### config.mk
export PLATFORM = sky130hd
export DESIGN_NAME = issue_queue_ooo_flat
export DESIGN_NICKNAME = d
export VERILOG_FILES = /design/src/rtl/issue_queue_ooo_if.sv /design/src/rtl/issue_queue_ooo.sv /design/src/flat_wrapper.sv
export SDC_FILE = /design/constraint.sdc
export NUM_CORES = 2
export LEC_CHECK = 0
export BUFFER_PORTS_ARGS = -buffer_cell sky130_fd_sc_hd__buf_2
export CORE_MARGIN = 4
export CORE_UTILIZATION = 40
export CTS_BUF_LIST = sky130_fd_sc_hd__clkbuf_8
export DETAILED_ROUTE_END_ITERATION = 8
export PLACE_DENSITY_LB_ADDON = 0.25
export SLEW_MARGIN = 20
export SYNTH_ARGS = -nofsm -noshare
export SYNTH_HDL_FRONTEND = slang
export SYNTH_SLANG_ARGS = --single-unit
### constraint.sdc
create_clock -name clk -period 44 [get_ports clk]
set_clock_uncertainty 0.05 [all_clocks]
set_input_delay 8.8 -clock clk [delete_from_list [all_inputs] [get_ports clk]]
set_output_delay 8.8 -clock clk [all_outputs]
set_load 0.05 [all_outputs]
### src/rtl/issue_queue_ooo_if.sv
// Dispatch/wakeup/issue bundle for the collapsing OoO issue queue.
// slave = queue side, master = dispatch/execute side.
interface issue_queue_ooo_if #(
  parameter int DEPTH     = 8,
  parameter int TAG_W     = 6,
  parameter int PAYLOAD_W = 64,
  parameter int NUM_WB    = 2
);
  localparam int CNT_W = $clog2(DEPTH + 1);

  logic                    enq_valid;
  logic                    enq_ready;
  logic [PAYLOAD_W-1:0]    enq_payload;
  logic [TAG_W-1:0]        enq_src1_tag;
  logic                    enq_src1_rdy;
  logic [TAG_W-1:0]        enq_src2_tag;
  logic                    enq_src2_rdy;
  logic [NUM_WB-1:0]       wb_valid;
  logic [NUM_WB*TAG_W-1:0] wb_tag;
  logic                    iss_valid;
  logic                    iss_ready;
  logic [PAYLOAD_W-1:0]    iss_payload;
  logic [TAG_W-1:0]        iss_src1_tag;
  logic [TAG_W-1:0]        iss_src2_tag;
  logic                    flush;
  logic [CNT_W-1:0]        count;

  modport master (
    output enq_valid, enq_payload,
    output enq_src1_tag, enq_src1_rdy,
    output enq_src2_tag, enq_src2_rdy,
    output wb_valid, wb_tag,
    output iss_ready, flush,
    input  enq_ready, iss_valid,
    input  iss_payload, iss_src1_tag,
    input  iss_src2_tag, count
  );

  modport slave (
    input  enq_valid, enq_payload,
    input  enq_src1_tag, enq_src1_rdy,
    input  enq_src2_tag, enq_src2_rdy,
    input  wb_valid, wb_tag,
    input  iss_ready, flush,
    output enq_ready, iss_valid,
    output iss_payload, iss_src1_tag,
    output iss_src2_tag, count
  );
endinterface

### src/rtl/issue_queue_ooo.sv
// Collapsing oldest-first OoO issue queue with CDB wakeup.
// Optional counters: define ISSUE_QUEUE_STATS_EN.
module issue_queue_ooo #(
  parameter int DEPTH     = 8,
  parameter int TAG_W     = 6,
  parameter int PAYLOAD_W = 64,
  parameter int NUM_WB    = 2
) (
  input  logic clk,
  input  logic rst,
  issue_queue_ooo_if.slave io
`ifdef ISSUE_QUEUE_STATS_EN
  ,
  output logic [31:0] stat_full_cycles,
  output logic [31:0] stat_issued
`endif
);
  localparam int CNT_W = $clog2(DEPTH + 1);
  localparam int IDX_W = $clog2(DEPTH);

  typedef struct packed {
    logic                 vld;
    logic [PAYLOAD_W-1:0] payload;
    logic [TAG_W-1:0]     tag1;
    logic                 rdy1;
    logic [TAG_W-1:0]     tag2;
    logic                 rdy2;
  } ent_t;

  ent_t             q     [DEPTH];
  ent_t             q_nxt [DEPTH];
  ent_t             wk    [DEPTH+1];
  ent_t             new_e;
  logic [CNT_W-1:0] cnt;
  logic [CNT_W-1:0] cnt_nxt;
  logic [CNT_W-1:0] slot;
  logic [IDX_W-1:0] sel;
  logic             any_elig;
  logic             enq_fire;
  logic             iss_fire;

  function automatic logic wb_hit(
    input logic [TAG_W-1:0]        t,
    input logic [NUM_WB-1:0]       v,
    input logic [NUM_WB*TAG_W-1:0] tags
  );
    logic h;
    h = 1'b0;
    for (int k = 0; k < NUM_WB; k++)
      h = h | (v[k] && (tags[k*TAG_W +: TAG_W] == t));
    return h;
  endfunction

  // Descending scan leaves the lowest eligible index in sel.
  always_comb begin
    any_elig = 1'b0;
    sel      = '0;
    for (int i = DEPTH - 1; i >= 0; i--) begin
      if (q[i].vld && q[i].rdy1 && q[i].rdy2) begin
        any_elig = 1'b1;
        sel      = IDX_W'(i);
      end
    end
  end

  assign io.enq_ready    = (cnt < CNT_W'(DEPTH));
  assign io.iss_valid    = any_elig && !io.flush;
  assign io.iss_payload  = q[sel].payload;
  assign io.iss_src1_tag = q[sel].tag1;
  assign io.iss_src2_tag = q[sel].tag2;
  assign io.count        = cnt;

  assign enq_fire = io.enq_valid && io.enq_ready && !io.flush;
  assign iss_fire = io.iss_valid && io.iss_ready;

  always_comb begin
    new_e.vld     = 1'b1;
    new_e.payload = io.enq_payload;
    new_e.tag1    = io.enq_src1_tag;
    new_e.tag2    = io.enq_src2_tag;
    new_e.rdy1    = io.enq_src1_rdy ||
                    wb_hit(io.enq_src1_tag, io.wb_valid, io.wb_tag);
    new_e.rdy2    = io.enq_src2_rdy ||
                    wb_hit(io.enq_src2_tag, io.wb_valid, io.wb_tag);

    for (int i = 0; i < DEPTH; i++) begin
      wk[i]      = q[i];
      wk[i].rdy1 = q[i].rdy1 | wb_hit(q[i].tag1, io.wb_valid, io.wb_tag);
      wk[i].rdy2 = q[i].rdy2 | wb_hit(q[i].tag2, io.wb_valid, io.wb_tag);
    end
    wk[DEPTH] = '0;

    // New entry lands just past the collapsed tail.
    slot = cnt - CNT_W'(iss_fire);
    for (int i = 0; i < DEPTH; i++) begin
      if (iss_fire && (i >= int'(sel)))
        q_nxt[i] = wk[i+1];
      else
        q_nxt[i] = wk[i];
      if (enq_fire && (CNT_W'(i) == slot))
        q_nxt[i] = new_e;
      if (io.flush)
        q_nxt[i].vld = 1'b0;
    end

    if (io.flush)
      cnt_nxt = '0;
    else
      cnt_nxt = cnt + CNT_W'(enq_fire) - CNT_W'(iss_fire);
  end

  always_ff @(posedge clk or posedge rst) begin
    if (rst) begin
      cnt <= '0;
      for (int i = 0; i < DEPTH; i++)
        q[i] <= '0;
    end else begin
      cnt <= cnt_nxt;
      for (int i = 0; i < DEPTH; i++)
        q[i] <= q_nxt[i];
    end
  end

`ifdef ISSUE_QUEUE_STATS_EN
  always_ff @(posedge clk or posedge rst) begin
    if (rst) begin
      stat_full_cycles <= '0;
      stat_issued      <= '0;
    end else begin
      if ((cnt == CNT_W'(DEPTH)) && io.enq_valid &&
          (stat_full_cycles != '1))
        stat_full_cycles <= stat_full_cycles + 32'd1;
      if (iss_fire && (stat_issued != '1))
        stat_issued <= stat_issued + 32'd1;
    end
  end
`endif

endmodule

### src/flat_wrapper.sv
// flat-port wrapper written by rule: the top's interface ports become plain ports
module issue_queue_ooo_flat 
#(
  parameter int DEPTH     = 8,
  parameter int TAG_W     = 6,
  parameter int PAYLOAD_W = 64,
  parameter int NUM_WB    = 2
)
  (clk, rst, io_enq_valid, io_enq_payload, io_enq_src1_tag, io_enq_src1_rdy, io_enq_src2_tag, io_enq_src2_rdy, io_wb_valid, io_wb_tag, io_iss_ready, io_flush, io_enq_ready, io_iss_valid, io_iss_payload, io_iss_src1_tag, io_iss_src2_tag, io_count);
  issue_queue_ooo_if #(.DEPTH(DEPTH), .TAG_W(TAG_W), .PAYLOAD_W(PAYLOAD_W), .NUM_WB(NUM_WB)) io_i ();
  input  logic clk;
  input  logic rst;
  input wire logic [$bits(io_i.enq_valid)-1:0] io_enq_valid;
  input wire logic [$bits(io_i.enq_payload)-1:0] io_enq_payload;
  input wire logic [$bits(io_i.enq_src1_tag)-1:0] io_enq_src1_tag;
  input wire logic [$bits(io_i.enq_src1_rdy)-1:0] io_enq_src1_rdy;
  input wire logic [$bits(io_i.enq_src2_tag)-1:0] io_enq_src2_tag;
  input wire logic [$bits(io_i.enq_src2_rdy)-1:0] io_enq_src2_rdy;
  input wire logic [$bits(io_i.wb_valid)-1:0] io_wb_valid;
  input wire logic [$bits(io_i.wb_tag)-1:0] io_wb_tag;
  input wire logic [$bits(io_i.iss_ready)-1:0] io_iss_ready;
  input wire logic [$bits(io_i.flush)-1:0] io_flush;
  output wire logic [$bits(io_i.enq_ready)-1:0] io_enq_ready;
  output wire logic [$bits(io_i.iss_valid)-1:0] io_iss_valid;
  output wire logic [$bits(io_i.iss_payload)-1:0] io_iss_payload;
  output wire logic [$bits(io_i.iss_src1_tag)-1:0] io_iss_src1_tag;
  output wire logic [$bits(io_i.iss_src2_tag)-1:0] io_iss_src2_tag;
  output wire logic [$bits(io_i.count)-1:0] io_count;
  assign io_i.enq_valid = io_enq_valid;
  assign io_i.enq_payload = io_enq_payload;
  assign io_i.enq_src1_tag = io_enq_src1_tag;
  assign io_i.enq_src1_rdy = io_enq_src1_rdy;
  assign io_i.enq_src2_tag = io_enq_src2_tag;
  assign io_i.enq_src2_rdy = io_enq_src2_rdy;
  assign io_i.wb_valid = io_wb_valid;
  assign io_i.wb_tag = io_wb_tag;
  assign io_i.iss_ready = io_iss_ready;
  assign io_i.flush = io_flush;
  assign io_enq_ready = io_i.enq_ready;
  assign io_iss_valid = io_i.iss_valid;
  assign io_iss_payload = io_i.iss_payload;
  assign io_iss_src1_tag = io_i.iss_src1_tag;
  assign io_iss_src2_tag = io_i.iss_src2_tag;
  assign io_count = io_i.count;
  issue_queue_ooo #(.DEPTH(DEPTH), .TAG_W(TAG_W), .PAYLOAD_W(PAYLOAD_W), .NUM_WB(NUM_WB)) u_core (.clk(clk), .rst(rst), .io(io_i));
endmodule
Yosys cells after proc, flatten, opt, wreduce, memory -nomap -nowiden

Index checks and enable logic that the tools add are counted.

Bits in registers: 636
Bits of input ports: 97
Output and inout bits: 82

Add/sub/neg operators: 3
$lt $le $gt $ge: 9
Equality and inequality tests: 43
Muxes and demuxes: 44
Bitwise operators: 35
Reduce and logical (&&, ||, !) cells: 91

Operator list:

| kind                                                                 | count |
|---|---|
| 79-bit two-way mux                                                   | 16 |
| 79-bit binary-select mux with 3-bit select                           | 1 |
| 6-bit == test                                                        | 36 |
| 78-bit two-way mux                                                   | 2 |
| 1-bit logical AND                                                    | 71 |
| 1-bit bitwise OR                                                     | 34 |
| 3-bit two-way mux                                                    | 8 |
| 3-bit nonzero test                                                   | 8 |
| 3-bit by 4-bit == test with 1-bit output, first input constant       | 4 |
| 1-bit two-way mux                                                    | 16 |
| 2-bit nonzero test                                                   | 8 |
| 3-bit >= comparator, first input constant                            | 3 |
| 2-bit by 4-bit == test with 1-bit output, first input constant       | 2 |
| 4-bit by 1-bit subtractor with 4-bit output                          | 2 |
| 1-bit by 3-bit >= comparator with 1-bit output, first input constant | 2 |
| 2-bit by 3-bit >= comparator with 1-bit output, first input constant | 2 |
| 4-bit by 1-bit adder with 4-bit output                               | 1 |
| 1-bit by 4-bit == test with 1-bit output, first input constant       | 1 |
| 4-bit >= comparator, second input constant                           | 1 |
| 4-bit zero test                                                      | 1 |
| 4-bit < comparator, second input constant                            | 1 |
| 4-bit two-way mux                                                    | 1 |
| 3-bit NOT with 4-bit output                                          | 1 |
| 1-bit logical OR                                                     | 2 |
| 1-bit zero test                                                      | 1 |

Logic depth before layout (Yosys ltp)

Word-level depth: 17
Mapped depth: 15

Worst setup path before layout

OpenSTA, ideal clock, no wires.

Kind: input-to-output
Start point: in io_flush
End point: out io_iss_valid
Arrival: 9.654 ns
Setup slack: 25.496 ns
Stages on the path: 2
Cell sequence: clkbuf_1 nor2_1

Longest elaborated chain between the ends: 2

Ends and longest elaborated chain:

| what              | line                  | text |
|---|---|---|
| from (decl)       | flat_wrapper.sv:22    | `input wire logic [$bits(io_i.flush)-1:0] io_flush;` |
| 1-bit zero test   | issue_queue_ooo.sv:67 | `assign io.iss_valid = any_elig && !io.flush;` |
| 1-bit logical AND | issue_queue_ooo.sv:67 |  |
| to (decl)         | flat_wrapper.sv:24    | `output wire logic [$bits(io_i.iss_valid)-1:0] io_iss_valid;` |

No other way between the ends.

Final worst setup path

Same ends and word-level chain as after synthesis.

==> flow_metrics.tcl <==
set metrics [dict create \
    die_height_um 310.3 \
    cell_class_contributing_the_biggest_share_of_worst_path_delay "buffers and inverters" \
    synth_top_family_by_area "compound AO/OA/AOI/OAI gates" \
    postSynthAreaPerCell_um2 8.632 \
    peakVddDrop_v 0.00002866 \
    dpl.hpwl_mm 69.35 \
    outcome "completed" \
    final_antenna_net_count 0 \
    critical_path_arrival_ns 9.78 \
    via_per_inst 5.776 \
    post-cts-setup-buffer-count 0 \
    power_density_nw_per_um2 57.63 \
    crit_buf_inv 2 \
    crit_path_end_kind "primary output" \
    numPortBuffers 178 \
    first_global_vias 30680 \
    yosysSeqAreaShare_pct 43.55 \
    grt_antenna_before_repair 19 \
    fin_crit_ns 18.63 \
    worst-path-max-fanout 16 \
    core_um2 90290 \
    post_route_cells_drive_above_1_share_pct 10.57 \
    floorplan.initialDensity_pct 40.48 \
    drtPass1Iterations 8 \
    nNetsFinal 4256 \
    avgRoutedWirePerCell_um 22.80 \
    clk-insertion-delay-late_ns 0.75 \
    dr_total_vias 31350 \
    cp_slowest_stage_delay_ns 0.39 \
    post-route-util_pct 44.09 \
    finalWirelength_mm 123.8 \
    synth_simple_gate_area_share_pct 16.78 \
    tightestPinTransition_ns 1.150 \
    cts_max_path_buffers 3 \
    syn2layout_area_growth_pct 8.932 \
    synth_ff_type "sky130_fd_sc_hd__dfrtp_1" \
    final_max_slew_viols 0 \
    clock_sink_count 636 \
    synth.ff_latch_count 636 \
    drt_first_iter_violations 2832 \
    grt_pass1_wl_mm 190.5 \
    post_cts_resize_count 0 \
    globalplace.congestion 0.8098 \
    cts.hold.buffers_added 0 \
    setup-tns-final_ns 0 \
    required_time_worst_endpoint_ns 35.15 \
    asyncSetResetFlopFracSynth_pct 100.0 \
    syn-cell-area_um2 36550 \
    synth.net_count 4340 \
    clock.fmax_ghz 0.05367 \
    grt-ovfl-total 0 \
    cts.root.buffer_cell "sky130_fd_sc_hd__clkbuf_8" \
    postSynthCellCount 4234 \
    grt_max_degree 167 \
    headroom_to_the_max_slew_limit_pct 23.34 \
    criticalPathCategory "primary input to primary output" \
    muxShareOfSynthArea_pct 9.740 \
    synthXorXnorAreaFrac_pct 5.248 \
    post-route-period-util_pct 42.35 \
    setup-violations-final 0 \
    hold_path.class "flop to flop" \
    startpoint_type "primary input" \
    layout.cells.most_common "sky130_fd_sc_hd__nand2_1" \
    layout_common_cells "sky130_fd_sc_hd__nand2_1, sky130_fd_sc_hd__dfrtp_1, sky130_fd_sc_hd__a21oi_1" \
    clock_tree_from_tritoncts "yes" \
    rsz0062_at_grt "false" \
    all_layer_gr_usage_pct 25.31 \
    p_total_uw 2294 \
    drt_drc_violations_left 0 \
    critPathSlowestCell "sky130_fd_sc_hd__nor2_1" \
    die_area_um2 96260 \
    crit_top_cell "sky130_fd_sc_hd__buf_2" \
    finalHoldViolCount 0 \
    clock_transition_at_path_regs_ns 0.06 \
    ys.warnings.count 0 \
    yosys.area_share.adder_pct 0.3287 \
    rows 110 \
    netlist_cell_types 57 \
    max_cap_violations 0 \
    die_width_um 310.3 \
    power.leakage_uw 0.01788 \
    synth_enable_flop_cells 0 \
    num_io_pins 179 \
    h-tree-depth 3 \
    post_synthesis_compound_gate_area_fraction_pct 18.44 \
    critical_path.cell_chain "buf_2, nor2_1, buf_2" \
    tritoncts.num_buffers 117 \
]
layer usage:
metal  up-vias  part of all wire (%)  GRT usage (%)  routed length, um
li1      14550                     -              -                  -
met1     15480                    44          34.89              55000
met2      1120                    47          41.67              57730
met3       187                   6.9          4.315               8549
met4        12                   1.9          6.371               2394
met5         -                 0.061              0                 75
synth_stat cells, types with 38 or more instances:
cell type,number,share of area (%)
sky130_fd_sc_hd__nor2_1,320,3.3
sky130_fd_sc_hd__xnor2_1,106,2.5
sky130_fd_sc_hd__a21o_1,61,1.3
sky130_fd_sc_hd__nand4_1,38,0.65
sky130_fd_sc_hd__a221o_1,76,2.1
sky130_fd_sc_hd__xor2_1,113,2.7
sky130_fd_sc_hd__nand3_1,84,1.2
sky130_fd_sc_hd__a31oi_1,76,1.3
sky130_fd_sc_hd__buf_1,44,0.45
sky130_fd_sc_hd__a311oi_1,58,1.4
sky130_fd_sc_hd__a21oi_1,515,7.1
sky130_fd_sc_hd__a32o_1,74,2.0
sky130_fd_sc_hd__clkbuf_1,118,1.2
sky130_fd_sc_hd__dfrtp_1,636,44
sky130_fd_sc_hd__o21ai_0,136,1.9
sky130_fd_sc_hd__buf_2,227,3.1
sky130_fd_sc_hd__mux2i_1,341,9.3
sky130_fd_sc_hd__nand2_1,959,9.8
logic make-up after synthesis:
kind of cell               count (synthesis)
DFF                                      636
xor gates and xnor gates                 219
adders and majority gates                  9
AOI/OAI and AO/OA                       1065
muxes                                    354
buffers and inverters                    444
and+or+nand+nor                         1507
registers in the layout, indices dropped and copies added, names as in the netlist:
name / flops
u_core.q: 632
u_core.io.count: 4
where the power goes:
part	switching, uW	internal (uW)
clock	264	311
combinational	476	289
sequential	179	776
total	919	1380
per-stage QoR:
stage	area [um2]	worst slack [ns]	hold WS, ns	std cells
finish	39810	25.37	0.4699	5428
global route	39800	25.38	0.4899	5424
CTS	39730	25.39	0.4701	5414
detailed placement	37370	25.40	0.4599	5205
global placement	37370	25.37	0.4634	5205
floorplan	36550	17.33	0.4355	4234
path summary, 6_finish.rpt:
path / start / end / slack, ns / depth (start not counted)
worst max register to register: u_core.q[560] / u_core.q[574] / 39.09 / 12
worst min register to register: u_core.q[228] / u_core.q[307] / 0.47 / 1
min in group asynchronous: rst / u_core.q[613] / 8.14 / 2
max in group asynchronous: rst / u_core.q[495] / 32.71 / 5
worst min-delay path: u_core.q[228] / u_core.q[307] / 0.47 / 1
worst max-delay path: io_flush / io_iss_valid / 25.37 / 3
layout make-up:
cell class,instances,area [um2]
multi-input combinational,3154,18640
timing repair buffer,230,1339
fill,8921,50480
inverter,11,51.30
clock buffer,151,2078
sequential,636,15920
antenna,12,30.03
clock inverter,58,285.3
tap,1176,1471
Power figures use the tool's default switching activity.
